### src/rtl/imm_pkg.sv
// imm_pkg: shared types and constants for the pipelined immediate generator.
//   imm_fmt_e : immediate format reported per lane.
//   OP_*      : base/FP opcode constants recognised by the lane decoder.
//   lane_t    : one decoded lane (32-bit immediate, format, unknown-opcode flag).
package imm_pkg;

  typedef enum logic [2:0] {
    FMT_I,
    FMT_S,
    FMT_B,
    FMT_U,
    FMT_J,
    FMT_CSRI,
    FMT_NONE
  } imm_fmt_e;

  localparam logic [6:0] OP_LOAD   = 7'b0000011;
  localparam logic [6:0] OP_OPIMM  = 7'b0010011;
  localparam logic [6:0] OP_JALR   = 7'b1100111;
  localparam logic [6:0] OP_STORE  = 7'b0100011;
  localparam logic [6:0] OP_BRANCH = 7'b1100011;
  localparam logic [6:0] OP_LUI    = 7'b0110111;
  localparam logic [6:0] OP_AUIPC  = 7'b0010111;
  localparam logic [6:0] OP_JAL    = 7'b1101111;
  localparam logic [6:0] OP_SYSTEM = 7'b1110011;
  localparam logic [6:0] OP_FLW    = 7'b0000111;
  localparam logic [6:0] OP_FSW    = 7'b0100111;

  // The immediate is kept at 32 bits: every format carries its sign in bit 31
  // (zero for the CSR uimm), so widening to XLEN is a single sign extension.
  typedef struct packed {
    logic [31:0] imm;
    imm_fmt_e    fmt;
    logic        illegal;
  } lane_t;

endpackage

### src/rtl/imm_gen_pipe_if.sv
// imm_gen_pipe_if: valid/ready bundle interface of imm_gen_pipe.
//   Input side : in_valid, in_ready, in_instr (lane k at [32k+31:32k]).
//   Output side: out_valid, out_ready, out_imm (lane k at [XLEN*k +: XLEN]),
//                out_fmt (3 bits per lane), out_illegal (1 bit per lane).
//   slave  : view of the immediate generator.
//   master : view of the surrounding pipeline (producer + consumer).
interface imm_gen_pipe_if #(
  parameter int unsigned LANES = 1,
  parameter int unsigned XLEN  = 32
);
  logic                  in_valid;
  logic                  in_ready;
  logic [LANES*32-1:0]   in_instr;
  logic                  out_valid;
  logic                  out_ready;
  logic [LANES*XLEN-1:0] out_imm;
  logic [LANES*3-1:0]    out_fmt;
  logic [LANES-1:0]      out_illegal;

  modport slave (
    input  in_valid, in_instr, out_ready,
    output in_ready, out_valid, out_imm, out_fmt, out_illegal
  );

  modport master (
    output in_valid, in_instr, out_ready,
    input  in_ready, out_valid, out_imm, out_fmt, out_illegal
  );
endinterface

### src/rtl/imm_gen_pipe_lane_dec.sv
// imm_lane_dec: combinational single-lane immediate decoder.
//   instr_i   : 32-bit instruction.
//   imm_o     : immediate sign-extended from instr_i[31] to XLEN.
//   fmt_o     : decoded immediate format (FMT_NONE for unknown opcodes).
//   illegal_o : unknown-opcode flag.
// Build option IMM_CSR_UIMM_EN: CSR*I forms yield zext(uimm) with FMT_CSRI.
module imm_lane_dec
  import imm_pkg::*;
#(
  parameter int unsigned XLEN = 32
) (
  input  logic [31:0]     instr_i,
  output logic [XLEN-1:0] imm_o,
  output imm_fmt_e        fmt_o,
  output logic            illegal_o
);

  lane_t lane;

  always_comb begin
    lane = '{imm: '1, fmt: FMT_NONE, illegal: 1'b1};
    case (instr_i[6:0])
      OP_LOAD, OP_OPIMM, OP_JALR, OP_FLW:
        lane = '{imm: {{20{instr_i[31]}}, instr_i[31:20]}, fmt: FMT_I, illegal: 1'b0};
      OP_SYSTEM: begin
        lane = '{imm: {{20{instr_i[31]}}, instr_i[31:20]}, fmt: FMT_I, illegal: 1'b0};
`ifdef IMM_CSR_UIMM_EN
        if (instr_i[14]) begin
          lane = '{imm: {27'b0, instr_i[19:15]}, fmt: FMT_CSRI, illegal: 1'b0};
        end
`endif
      end
      OP_STORE, OP_FSW:
        lane = '{imm: {{20{instr_i[31]}}, instr_i[31:25], instr_i[11:7]},
                 fmt: FMT_S, illegal: 1'b0};
      OP_BRANCH:
        lane = '{imm: {{20{instr_i[31]}}, instr_i[7], instr_i[30:25], instr_i[11:8], 1'b0},
                 fmt: FMT_B, illegal: 1'b0};
      OP_LUI, OP_AUIPC:
        lane = '{imm: {instr_i[31:12], 12'b0}, fmt: FMT_U, illegal: 1'b0};
      OP_JAL:
        lane = '{imm: {{12{instr_i[31]}}, instr_i[19:12], instr_i[20], instr_i[30:21], 1'b0},
                 fmt: FMT_J, illegal: 1'b0};
      default: ;
    endcase
  end

  assign imm_o     = XLEN'($signed(lane.imm));
  assign fmt_o     = lane.fmt;
  assign illegal_o = lane.illegal;

endmodule

### src/rtl/imm_gen_pipe.sv
// imm_gen_pipe: LANES-wide immediate generator behind a 2-entry skid buffer.
//   clk, rst : clock, synchronous active-high reset.
//   flush    : discard both buffered bundles (and any bundle accepted now).
//   bus      : imm_gen_pipe_if slave (in_valid/in_ready/in_instr,
//              out_valid/out_ready/out_imm/out_fmt/out_illegal).
// Main register M drives the outputs; skid register S catches the one bundle
// that can arrive while M is stalled. in_ready = !S.valid, purely registered.
// Build option IMM_CSR_UIMM_EN is handled inside imm_lane_dec.
module imm_gen_pipe
  import imm_pkg::*;
#(
  parameter int unsigned LANES = 1,
  parameter int unsigned XLEN  = 32
) (
  input logic           clk,
  input logic           rst,
  input logic           flush,
  imm_gen_pipe_if.slave bus
);

  logic [LANES*XLEN-1:0] dec_imm;
  logic [LANES*3-1:0]    dec_fmt;
  logic [LANES-1:0]      dec_ill;

  for (genvar k = 0; k < LANES; k++) begin : g_lane
    imm_fmt_e lane_fmt;
    imm_lane_dec #(.XLEN(XLEN)) u_dec (
      .instr_i   (bus.in_instr[32*k +: 32]),
      .imm_o     (dec_imm[XLEN*k +: XLEN]),
      .fmt_o     (lane_fmt),
      .illegal_o (dec_ill[k])
    );
    assign dec_fmt[3*k +: 3] = lane_fmt;
  end

  logic                  m_valid_q, m_valid_d, s_valid_q, s_valid_d;
  logic [LANES*XLEN-1:0] m_imm_q, m_imm_d, s_imm_q, s_imm_d;
  logic [LANES*3-1:0]    m_fmt_q, m_fmt_d, s_fmt_q, s_fmt_d;
  logic [LANES-1:0]      m_ill_q, m_ill_d, s_ill_q, s_ill_d;

  logic accept, drain;
  assign accept = bus.in_valid && !s_valid_q;
  assign drain  = m_valid_q && bus.out_ready;

  // accept and drain-from-S are mutually exclusive since in_ready = !S.valid.
  always_comb begin
    m_valid_d = m_valid_q;
    m_imm_d   = m_imm_q;
    m_fmt_d   = m_fmt_q;
    m_ill_d   = m_ill_q;
    s_valid_d = s_valid_q;
    s_imm_d   = s_imm_q;
    s_fmt_d   = s_fmt_q;
    s_ill_d   = s_ill_q;
    if (flush) begin
      m_valid_d = 1'b0;
      s_valid_d = 1'b0;
    end else if (drain) begin
      if (s_valid_q) begin
        m_imm_d   = s_imm_q;
        m_fmt_d   = s_fmt_q;
        m_ill_d   = s_ill_q;
        s_valid_d = 1'b0;
      end else if (accept) begin
        m_imm_d = dec_imm;
        m_fmt_d = dec_fmt;
        m_ill_d = dec_ill;
      end else begin
        m_valid_d = 1'b0;
      end
    end else if (accept) begin
      if (!m_valid_q) begin
        m_valid_d = 1'b1;
        m_imm_d   = dec_imm;
        m_fmt_d   = dec_fmt;
        m_ill_d   = dec_ill;
      end else begin
        s_valid_d = 1'b1;
        s_imm_d   = dec_imm;
        s_fmt_d   = dec_fmt;
        s_ill_d   = dec_ill;
      end
    end
  end

  always_ff @(posedge clk) begin
    if (rst) begin
      m_valid_q <= 1'b0;
      m_imm_q   <= '0;
      m_fmt_q   <= {LANES{3'(FMT_NONE)}};
      m_ill_q   <= '0;
      s_valid_q <= 1'b0;
      s_imm_q   <= '0;
      s_fmt_q   <= {LANES{3'(FMT_NONE)}};
      s_ill_q   <= '0;
    end else begin
      m_valid_q <= m_valid_d;
      m_imm_q   <= m_imm_d;
      m_fmt_q   <= m_fmt_d;
      m_ill_q   <= m_ill_d;
      s_valid_q <= s_valid_d;
      s_imm_q   <= s_imm_d;
      s_fmt_q   <= s_fmt_d;
      s_ill_q   <= s_ill_d;
    end
  end

  assign bus.in_ready    = !s_valid_q;
  assign bus.out_valid   = m_valid_q;
  assign bus.out_imm     = m_imm_q;
  assign bus.out_fmt     = m_fmt_q;
  assign bus.out_illegal = m_ill_q;

endmodule

### src/flat_wrapper.sv
// flat-port wrapper written by rule: the top's interface ports become plain ports
module imm_gen_pipe_flat import imm_pkg::*;
#(
  parameter int unsigned LANES = 1,
  parameter int unsigned XLEN  = 32
)
  (clk, rst, flush, bus_in_valid, bus_in_instr, bus_out_ready, bus_in_ready, bus_out_valid, bus_out_imm, bus_out_fmt, bus_out_illegal);
  imm_gen_pipe_if #(.LANES(LANES), .XLEN(XLEN)) bus_i ();
  input logic clk;
  input logic rst;
  input logic flush;
  input wire logic [$bits(bus_i.in_valid)-1:0] bus_in_valid;
  input wire logic [$bits(bus_i.in_instr)-1:0] bus_in_instr;
  input wire logic [$bits(bus_i.out_ready)-1:0] bus_out_ready;
  output wire logic [$bits(bus_i.in_ready)-1:0] bus_in_ready;
  output wire logic [$bits(bus_i.out_valid)-1:0] bus_out_valid;
  output wire logic [$bits(bus_i.out_imm)-1:0] bus_out_imm;
  output wire logic [$bits(bus_i.out_fmt)-1:0] bus_out_fmt;
  output wire logic [$bits(bus_i.out_illegal)-1:0] bus_out_illegal;
  assign bus_i.in_valid = bus_in_valid;
  assign bus_i.in_instr = bus_in_instr;
  assign bus_i.out_ready = bus_out_ready;
  assign bus_in_ready = bus_i.in_ready;
  assign bus_out_valid = bus_i.out_valid;
  assign bus_out_imm = bus_i.out_imm;
  assign bus_out_fmt = bus_i.out_fmt;
  assign bus_out_illegal = bus_i.out_illegal;
  imm_gen_pipe #(.LANES(LANES), .XLEN(XLEN)) u_core (.clk(clk), .rst(rst), .flush(flush), .bus(bus_i));
endmodule
### config.mk
export PLATFORM = sky130hd
export DESIGN_NAME = imm_gen_pipe_flat
export DESIGN_NICKNAME = d
export VERILOG_FILES = /design/src/rtl/imm_pkg.sv /design/src/rtl/imm_gen_pipe_if.sv /design/src/rtl/imm_gen_pipe_lane_dec.sv /design/src/rtl/imm_gen_pipe.sv /design/src/flat_wrapper.sv
export SDC_FILE = /design/constraint.sdc
export NUM_CORES = 1
export LEC_CHECK = 0
export ABC_AREA = 1
export BUFFER_PORTS_ARGS = -buffer_cell sky130_fd_sc_hd__buf_2
export CAP_MARGIN = 40
export CELL_PAD_IN_SITES_DETAIL_PLACEMENT = 1
export CELL_PAD_IN_SITES_GLOBAL_PLACEMENT = 2
export CORE_UTILIZATION = 27
export DETAILED_ROUTE_END_ITERATION = 8
export PLACE_DENSITY_LB_ADDON = 0.25
export SLEW_MARGIN = 20
export SYNTH_ARGS = -nofsm -noshare
export SYNTH_HDL_FRONTEND = slang
export SYNTH_SLANG_ARGS = --single-unit
### constraint.sdc
create_clock -name clk -period 1.7 [get_ports clk]
set_clock_uncertainty 0.2 [all_clocks]
set_input_delay 0.17 -clock clk [delete_from_list [all_inputs] [get_ports clk]]
set_output_delay 0.17 -clock clk [all_outputs]
set_load 0.03 [all_outputs]
## Yosys cells after proc, flatten, opt, wreduce, memory -nomap -nowiden

Index checks and enable logic that the tools add are counted.
Widths: inputs -> output; s select.

| storage, ports and cells | value |
|---|---|
| output and inout bits | 38 |
| input bits | 37 |
| register bits | 74 |

| operators by class | value |
|---|---|
| reduce and logical (&&, ||, !) cells | 14 |
| equal/unequal tests | 14 |
| muxes and demuxes | 20 |
| bitwise operators | 2 |

Operators with widths:

| operator | number |
|---|---|
| $pmux 36 s5 | 1 |
| $mux 32 | 5 |
| $eq 7x7->1 const B | 4 |
| $eq 7x6->1 const B | 3 |
| $mux 3 | 5 |
| $eq 7x5->1 const B | 2 |
| $mux 1 | 9 |
| $reduce_and 4->1 | 2 |
| $eq 7x2->1 const B | 1 |
| $eq 7x3->1 const B | 1 |
| $ne 2x2->1 const B | 3 |
| $reduce_or 2->1 | 3 |
| $reduce_or 5->1 | 1 |
| $reduce_bool 2->1 | 2 |
| $reduce_and 3->1 | 1 |
| $reduce_or 3->1 | 1 |
| $logic_and 1x1->1 | 2 |
| $not 1->1 | 2 |
| $reduce_and 2->1 | 1 |
| $logic_not 1->1 | 1 |

## Depth between registers and ports, before layout

Gate-level depths: netlist of run 1.

| depth | value |
|---|---|
| depth in word-level cells | 6 |
| depth in mapped cells | 11 |
| gate-level depth less buffers | 11 |

## Modules after synthesis

A second synthesis of run 1 with hierarchy kept.

| unflattened totals | value |
|---|---|
| cells, all modules | 696 |
| area total of the unflattened synthesis | 4291.6 um^2 |

Modules (own cells, without submodules):

| module | seq. area each (um^2) | times used | area each (um^2) | cells an instance |
|---|---|---|---|---|
| imm_gen_pipe | 1481.4 | 1 | 3306.9 | 514 |
| imm_lane_dec | 0.0 | 1 | 984.7 | 182 |

## Least setup slack after synthesis of run 1

OpenSTA, ideal clock, no wires.

| timing path | value |
|---|---|
| path kind | register -> register |
| from | register u_core.m_valid_q (netlist: u_core.bus.out_valid) |
| to | register u_core.s_imm_q[10] |
| required time | 1.426 ns |
| cell stages (with the launch flop) | 8 |
| slack | -0.116 ns |
| arrival time | 1.542 ns |
| path buffers | 1 |
| cells stage by stage | dfxtp_1 inv_1 nor2_1 nand2_1 clkinv_1 clkbuf_1 o21ai_0 a31oi_1 |

| on the way | value |
|---|---|
| cells in the longest elaborated chain, start to end | 3 |

Ends and longest elaborated chain:

| item | RTL line | RTL |
|---|---|---|
| from (decl) | imm_gen_pipe.sv:36 | `logic m_valid_q, m_valid_d, s_valid_q, s_valid_d;` |
| from (signal assigned) | imm_gen_pipe.sv:97 | `m_valid_q <= m_valid_d;` |
| $logic_and 1x1->1 | imm_gen_pipe.sv:43 | `assign drain = m_valid_q && bus.out_ready;` |
| $not 1->1 (no line) | -- |  |
| $reduce_and 4->1 (no line) (*) | -- |  |
| to (signal assigned) | imm_gen_pipe.sv:102 | `s_imm_q <= s_imm_d;` |
| to (decl) | imm_gen_pipe.sv:37 | `logic [LANES*XLEN-1:0] m_imm_q, m_imm_d, s_imm_q, s_imm_d;` |

Mark *: on every way between the ends. The rest lies on a longest branch, timed or not.
A chain may end at the register's enable or synchronous reset.

## Worst setup path after layout of run 1

| timing path | value |
|---|---|
| from | register u_core.m_valid_q (netlist: u_core.bus.out_valid) |
| to | register u_core.m_imm_q[7] (netlist: u_core.bus.out_imm[7]) |

| on the way | value |
|---|---|
| cells in the longest elaborated chain, start to end | 3 |
| elaborated cells on any way between the ends | 5 |

Ends and longest elaborated chain:

| item | RTL line | RTL |
|---|---|---|
| $logic_and 1x1->1 | imm_gen_pipe.sv:43 |  |
| $ne 2x2->1 (no line) / $reduce_bool 2->1 (equally long branches) | -- |  |
| $reduce_and 4->1 (no line) | -- |  |
| to (signal assigned) | imm_gen_pipe.sv:98 | `m_imm_q <= m_imm_d;` |
| to (decl) | imm_gen_pipe.sv:37 |  |

Several ways; a longest one is shown, not always the timed one.

==> metrics.txt, run 1 <==
Worst R2R End u_core.bus.out_imm[7]; count of final setup violators 0; cells on worst reg2reg path 7; Cell variety after synth 24; Hold Vio Cnt, Final 0; vias in the first global route between 4000 and 5000; initial antenna violation count 0; area occupied by multi-input gates 2020 um^2; Antenna Nets Post-Route 0; HP Class in -> reg; largest net degree at the start of global routing 46; Power per Cell Area 828 nW/um^2; GP Congestion around 0.8; Pleak 2.64 nW; number of port buffers 74; average size of a mapped cell 6.63 um^2; Layout area overhead 39.3%; antenna cells 0; vias per cell 4.87; min Tclk post-route 1.68 ns; Critical Path Start Type flip-flop; reg-to-reg slack, setup around 0.021 ns; GRT Total Usage 19.3%; Worst Setup SP u_core.bus.out_valid; fillcell total 1746; RSZ-0062 raised after global routing true; WP depth 7; clock latency on the worst-skew pair 0.34 ns; Cell Chain, Critical Path nand2_2 -> nor2_4 -> clkinvlp_4 -> buf_12 -> or2_4 -> nand2_2 -> a21oi_2; Detailed Routing Iterations Pass 1 4; placed cell areas about 4600 um^2; number of I/O pins 75; CP Capture Type flip-flop; crit-path max FO 8; DR DRC count 0; Peak Freq 0.596 GHz; Starting DRT DRC Count approximately 150; via count 4181; WP data arrival 1.72 ns; slowest cell on the critical path dfxtp_2; max-cap violation count 0; Peak VDD IR 0.000415 V; PnR Total Power 4.36 mW; DP HPWL between 9000 and 10000 um; cell count after synthesis 570; Worst Setup EP u_core.bus.out_imm[7]; startpoint of the worst register-to-register path u_core.bus.out_valid; die area 14500 um^2; Post-Syn Nets a little over 600; Req. time, crit path 1.74 ns; Crit path max-delay family simple AND/OR/NAND/NOR gates; initial core utilization 28.1%; most used cell, CP nand2_2; most frequent cells in the layout 77 x nor2_1, 77 x a21oi_1, 74 x buf_2, 73 x dfxtp_1, 64 x nand2_1; Finished Cell Area between 5000 and 6000 um^2; Setup CP Type reg -> reg; yosys warns 0; Die Ht 120 um; Tightest Pin Transition about 0.32 ns; Routed Wire Length between 10000 and 15000 um; pins over their slew limit 0; Seq/Total Area, Yosys 39.2%; TritonCTS Buffers 9; register area roughly 1500 um^2; outcome finished clean; Overflow after GRT 0; first-pass GRT wire length 21700 um; CP Buf/Inv Count 2; CTS tree done; Final #Nets 715; setup TNS 0 ns; Num Clock Sinks 74; slew margin rel. 78.4%; CP max stage delay 0.35 ns; Max clock buf depth 2; Die W ~120 um; ratio of cells with drive above 1 in the final layout 26.4%; post-DR wirelength/cell 16.2 um; Clock transition at path regs around 0.060 ns; Tcrit/Tclk final 98.8%; flops & latches, synth 74; FP Rows 42; H-tree depth 3; core area 13500 um^2; Post-Syn Area about 3800 um^2; clock root cell clkbuf_16
[synth_stat cells, drive strengths merged]
| cell | count | share of area, % |
|---|---|---|
| nor2 | 85 | 9.5 |
| a31oi | 7 | 1.2 |
| clkinv | 1 | 0.099 |
| or2 | 6 | 0.99 |
| inv | 50 | 5.0 |
| nand2 | 82 | 8.9 |
| nand3 | 64 | 8.6 |
| and3 | 1 | 0.17 |
| o21ai | 82 | 11 |
| clkbuf | 25 | 2.5 |
| dfxtp | 74 | 39 |
| a21oi | 81 | 11 |
| buf | 11 | 2.1 |
| a22oi | 1 | 0.20 |
[cell type report]
class                      instances  area share (%)
tap                              176            4.19
inverter                          51            3.81
clock buffer                      11            4.61
multi-input combinational        409            38.3
timing repair inverter             1           0.143
timing repair buffer             132            20.0
clock inverter                     5           0.737
sequential                        74            28.2
[where the power goes]
group,internal (mW),switching (mW)
Sequential,1.81,0.0393
Combinational,0.245,0.445
Clock,1.04,0.779
Total,3.09,1.26
[per-stage QoR]
stage          hold WS, ns  cells  util [%]  setup WS (ns)
6_report            0.0170    859      39.1         0.0209
5_1_grt             0.0410    859      39.1        -0.0524
4_1_cts            0.00604    850      37.2         0.0406
3_5_place_dp         0.230    820      34.1         -0.105
3_3_place_gp         0.222    820      34.1        -0.0286
2_1_floorplan        0.113    570         -        0.00462
[logic make-up after synthesis]
logic type | Yosys count | synth area share, %
and+or+nand+nor | 238 | 28.2
AOI/OAI and AO/OA | 171 | 23.0
buffers and inverters | 87 | 9.61
DFF | 74 | 39.2
[layer usage]
layer	up-vias	wire, um	share of wire, %	global-route usage (%)
met5	-	0	0	0
li1	2099	-	-	-
met4	0	89	0.64	6.94
met2	80	6520	47	32.1
met3	6	544	3.9	2.78
met1	1996	6730	48	25.3
[flip-flops by register name, summed over array words and instances, names as in the netlist]
| name | count |
|---|---|
| u_core.s_ill_q | 1 |
| u_core.s_valid_q | 1 |
| u_core.bus.out_valid | 1 |
| u_core.s_imm_q | 32 |
| u_core.s_fmt_q | 3 |
| u_core.bus.out_imm | 32 |
| u_core.bus.out_fmt | 3 |
| u_core.bus.out_illegal | 1 |
[worst min path at each step]
stage	slack, ns	depth (start not counted)	start	endpoint
floorplan	0.11	2	bus_in_valid	u_core.s_valid_q
global placement	0.22	3	bus_in_valid	u_core.s_valid_q
CTS	0.006	4	bus_out_ready	u_core.bus.out_valid
global route	0.04	5	bus_in_instr[10]	u_core.s_imm_q[3]
finish	0.02	4	bus_out_ready	u_core.bus.out_valid
detailed placement	0.23	3	bus_in_valid	u_core.s_valid_q
[worst min-delay path, cell delays in order]
cell and delay (ns):
buf_2 0.11, nor2_2 0.05, o21ai_0 0.15, inv_1 0.04
[timing repair]
| item | in CTS | in global routing |
|---|---|---|
| hold endpoints to repair | 12 | 0 |
| cloned | 0 | 4 |
| hold buffers | 14 | 0 |
| resized for setup | 2 | 45 |
| setup endpoints to repair | 15 | 37 |
| buffers inserted | 0 | 5 |
| pin swaps | 0 | 14 |
Power figures use the tool's default switching activity.
==> inputs of run 2 (changes only) <==
- BUFFER_PORTS_ARGS: -buffer_cell sky130_fd_sc_hd__buf_2 -> default
- CORE_UTILIZATION: 27 -> 31
- DONT_BUFFER_PORTS: default -> 1
==> metrics.txt, run 2 (synthesized netlist as in run 1, its figures left out) <==
initial core utilization 32.4%; most common cell after layout, fill and taps aside a21oi_1; Die Ht about 110 um; fin cells 781; Flop pwr share ~45%; GRT Total Usage about 22%; Tcrit/Tclk final about 98%; fillcell total approximately 1500; Switching Power 1.15 mW; Overflow after GRT 0; CTS tree done; CP max stage delay 0.54 ns; Gate power share 14.5%; met2 Usage GRT a little under two fifths; antenna cells 0; switch share 27.0%; slowest cell on the critical path dlygate4sd3_1; M3 GR Usage 4.64%; largest net degree at the start of global routing 36; die area ~13000 um^2; initial antenna violation count 0; ratio of cells with drive above 1 in the final layout 17.2%; Power Internal 3.10 mW; Clock Power Share 40.8%; Crit path max-delay family buffers and inverters; Routed Wire Length 13800 um; grt peak-use layer met2; count of final setup violators 0; Pleak 2.41 nW; clock latency on the worst-skew pair approximately 0.34 ns; most frequent cells in the layout 80 x a21oi_1, 77 x nor2_1, 73 x dfxtp_1, 70 x nand2_1, 60 x nand3_1; vias in the first global route between 4000 and 5000; Critical Path Start Type primary input; GP Congestion around 0.8; Max clock buf depth 2; min Tclk post-route 1.66 ns; TritonCTS Buffers 9; Antenna Nets Post-Route 0; placed cell count 731; crit-path max FO 5; PnR Total Power 4.24 mW; Tightest Pin Transition 0.407 ns; Num Clock Sinks between 70 and 80; core area between 10000 and 15000 um^2; max-cap violation count 0; Hold Vio Cnt, Final 0; Setup CP Type in -> reg; DR DRC count 0; Clock transition at path regs 0.05 ns; via count around 4100; HP Class in -> reg; Detailed Routing Iterations Pass 1 4; Peak Freq 0.603 GHz; Final #Nets 673; H-tree depth 3; Layout area overhead 31.7%; WP data arrival between 1.5 and 2 ns; vias per cell 5.25; Req. time, crit path 1.72 ns; Starting DRT DRC Count 138; number of I/O pins 75; Peak VDD IR 0.000462 V; pins over their slew limit 0; met1 usage approximately 28%; Cell Chain, Critical Path dlygate4sd3_1 -> nand2_2 -> nor2_4 -> buf_6 -> clkinvlp_4 -> or2_2 -> nand2_1 -> a21oi_1; first-pass GRT wire length 21900 um; number of port buffers 0; RSZ-0062 raised after global routing true; slew margin rel. 72.8%; Power per Cell Area 853 nW/um^2; Die W 112 um; FP Rows 39; clock root cell clkbuf_16; CP Buf/Inv Count 3; DP HPWL 8820 um; outcome finished clean; CP Capture Type flip-flop; post-layout util 42.7%; post-DR wirelength/cell 17.6 um
[run 2: changes by cell type in the layout (fill, tap and decap cells not counted), moves of 6 or more]
cell,previous run,this run
or2_4,6,0
buf_2,74,0
buf_4,25,49
dlygate4sd3_1,14,29
or2_2,0,6
nand2_1,64,70
[run 2: layout make-up]
class                   count  area [um^2]  share of cell area (%)
clock buffers              13          260                    5.23
inverters                  51          199                    4.00
multi-input cells         409         1980                    39.8
flip-flops and latches     74         1480                    29.8
well taps                 143          179                    3.60
repair buffers             90          870                    17.5
repair inverters            1         7.51                   0.151
[run 2: worst paths after layout]
check / from / endpoint / slack, ns / depth (start not counted)
max: bus_out_ready / u_core.bus.out_imm[8] / 0.04 / 8
min: bus_in_instr[25] / u_core.s_imm_q[5] / 0.007 / 4
max reg2reg: u_core.bus.out_valid / u_core.bus.out_imm[8] / 0.07 / 7
min reg2reg: u_core.s_fmt_q[1] / u_core.s_fmt_q[1] / 0.28 / 2
[run 2: through the flow]
step	setup TNS, ns	hold slack [ns]	instance area, um^2	worst slack, ns
finish	0	0.00728	4980	0.0412
global placement	0	0.0758	4270	0.0167
CTS	0	0.00110	4850	0.00215
detailed placement	-0.210	0.0854	4270	-0.0415
global route	-0.0818	0.0398	4980	-0.0145
floorplan	0	0.113	3780	0.00462
[run 2: tightest hold or removal path: stages]
cell and delay, ns:
nand3_1 0.06, nand3_1 0.08, nor2_1 0.06, a31oi_1 0.13
[run 2: layer usage]
metal / share of wire (%) / vias to the layer above / wire, um
met5: 0 / - / 0
met4: 1.5 / 0 / 210
met3: 3.9 / 12 / 531
met2: 48 / 74 / 6580
met1: 47 / 2000 / 6450
li1: - / 2017 / -
[run 2: repair_timing]
action	CTS	global route
pin swaps	0	3
setup endpoints to repair	4	65
resized for setup	1	21
buffers inserted	0	4
hold buffers	31	0
hold endpoints to repair	46	0
cloned	0	2
[run 2: power by group through the flow]
stage / Clock, mW / Sequential, mW / Combinational (mW)
6_report: 1.73 / 1.90 / 0.615
5_1_grt: 1.86 / 1.91 / 0.673
4_1_cts: 1.78 / 1.90 / 0.591
3_5_place_dp: 0 / 1.93 / 0.511
3_3_place_gp: 0 / 1.93 / 0.503
2_1_floorplan: 0 / 2.01 / 0.253
==> inputs of run 3 (changes only) <==
- CORE_UTILIZATION: 31 -> 32
- CTS_BUF_LIST: default -> sky130_fd_sc_hd__clkbuf_2
- SETUP_SLACK_MARGIN: default -> 0.05
==> metrics.txt, run 3 (synthesized netlist as in run 1, its figures left out) <==
outcome finished, violations left; violated checks hold timing; Peak Freq 0.589 GHz; initial core utilization 32.9%; GRT Total Usage 22.5%; pins over their slew limit 0; HP Class in -> reg; FP Rows 39; post-layout util 46.4%; Setup CP Type in -> reg; Overflow after GRT 0; first-pass GRT wire length 22000 um; most frequent cells in the layout 76 x a21oi_1, 75 x nor2_1, 72 x dfxtp_1, 60 x nand2_1, 58 x nand3_1; initial antenna violation count 0; vias in the first global route 4252; RSZ-0062 raised after global routing true; Critical Path Start Type primary input; Worst Hold Launch bus_in_instr[31]; CP max stage delay around 0.6 ns; DR DRC count 0; met3 routed WL 492 um; fin cells between 800 and 900; DP HPWL 8790 um; Tcrit/Tclk final around 100%; Clock Power Share around 28%; Routed Wire Length 14500 um; Final #Nets slightly above 700; Gate power share 19.2%; Crit path max-delay family buffers and inverters; placed cell count 736; CP Buf/Inv Count 4; TritonCTS Buffers 9; Flop pwr share 52.6%; Hold Vio Cnt, Final 9; Die W 111 um; Tightest Pin Transition 0.394 ns; M1 WL 6720 um; min Tclk post-route 1.70 ns; die area 12200 um^2; Num Clock Sinks 74; Worst R2R End u_core.bus.out_imm[8]; post-DR wirelength/cell 17.7 um; antenna cells 0; Switching Power ~1.2 mW; Detailed Routing Iterations Pass 1 4; Clock transition at path regs ~0.21 ns; WHS Endpoint u_core.s_imm_q[12]; worst hold stages 5; Cell Chain, Critical Path dlygate4sd3_1 -> inv_1 -> o21ai_0 -> nor2_1 -> nand3_1 -> dlygate4sd3_1 -> o21ai_1 -> inv_1; vias per cell 5.22; Hold Slack -0.123 ns; most common cell after layout, fill and taps aside a21oi_1; Starting DRT DRC Count 231; Power Internal 2.44 mW; crit-path max FO 4; Pleak approximately 2.5 nW; Power per Cell Area 675 nW/um^2; WP data arrival 1.95 ns; reg-to-reg slack, setup 0.06 ns; CP Capture Type flip-flop; cells on worst reg2reg path 7; clock latency on the worst-skew pair 0.56 ns; Max clock buf depth 2; H-tree depth 3; ratio of cells with drive above 1 in the final layout 21.1%; switch share 32.1%; via count approximately 4300; Peak VDD IR a little under 0.0003 V; slowest cell on the critical path dlygate4sd3_1; number of port buffers 0; max-cap violation count 0; startpoint of the worst register-to-register path u_core.bus.out_valid; GP Congestion about 0.84; routed wl met2 slightly above 7000 um; clock root cell clkbuf_2; Req. time, crit path just under 2 ns; DR top layer met4; number of I/O pins 75; Layout area overhead 40.8%; setup TNS 0 ns; Antenna Nets Post-Route 0; Die Ht 111 um; core area 11500 um^2; slew margin rel. 73.7%; CTS tree done; count of final setup violators 0; largest net degree at the start of global routing 35
## run 3: cell count changes in the layout (fill, tap and decap cells not counted), sizes merged
cell | before | now
dlygate4sd3 | 29 | 56
clkbuf | 14 | 13
clkinvlp | 3 | 2
bufinv | 0 | 1
clkinv | 1 | 5
buf | 59 | 63
inv | 48 | 50
## run 3: final cells by class
| class | count | area, um^2 |
|---|---|---|
| clock buffers | 9 | 45.0 |
| repair buffers | 124 | 1280 |
| well taps | 143 | 179 |
| clock inverters | 7 | 68.8 |
| fillers | 1452 | 6150 |
| multi-input cells | 409 | 2050 |
| flip-flops and latches | 74 | 1480 |
| inverters | 51 | 203 |
## run 3: worst min-delay path, cell delays in order
cell and delay [ns]:
nand2_1 0.07, buf_12 0.16, nand3_1 0.10, o21ai_1 0.06, inv_1 0.04
## run 3: layer usage
layer  global-route usage, %  up-vias
met2                    39.0       82
met1                    28.7     2081
met3                    3.84       14
met5                       0        -
met4                    6.13        0
li1                        -     2085
## run 3: worst max path at each step
stage                    startpoint                endpoint  slack, ns  cells past startpoint
2_1_floorplan      u_core.s_valid_q  u_core.bus.out_imm[14]       0.06                      7
4_1_cts            u_core.s_valid_q   u_core.bus.out_imm[8]       0.04                      7
3_3_place_gp        bus_in_instr[1]      u_core.s_imm_q[25]       0.09                     10
6_report           bus_in_instr[27]      u_core.s_imm_q[27]      0.003                      8
5_1_grt        u_core.bus.out_valid   u_core.bus.out_imm[9]      0.002                      8
3_5_place_dp        bus_in_instr[1]      u_core.s_imm_q[13]       0.02                     10
## run 3: power by group through the flow
| stage | logic [mW] | registers, mW | clock network (mW) |
|---|---|---|---|
| 2_1_floorplan | 0.254 | 2.01 | 0 |
| 3_3_place_gp | 0.519 | 1.92 | 0 |
| 3_5_place_dp | 0.528 | 1.92 | 0 |
| 4_1_cts | 0.649 | 1.89 | 1.06 |
| 5_1_grt | 0.746 | 1.90 | 1.15 |
| 6_report | 0.690 | 1.89 | 1.01 |
## run 3: timing repair
action                                  4_1_cts  5_1_grt
gates resized for setup                       4       58
buffers inserted                              2        2
hold endpoints to repair                     74       15
endpoints found under the setup margin        5       65
gates cloned                                  0        4
pin swaps                                     0       13
hold buffers                                 60        5
## run 3: stage by stage
stage	power (mW)	cell area, um^2	setup slack, ns	hold WS, ns
after floorplan	2.26	3790	0.0602	0.113
after global placement	2.44	4310	0.0903	0.0753
after detailed placement	2.45	4310	0.0195	0.0825
after CTS	3.59	5070	0.0404	0.00217
after global routing	3.79	5320	0.00153	-0.145
final	3.59	5320	0.00328	-0.123
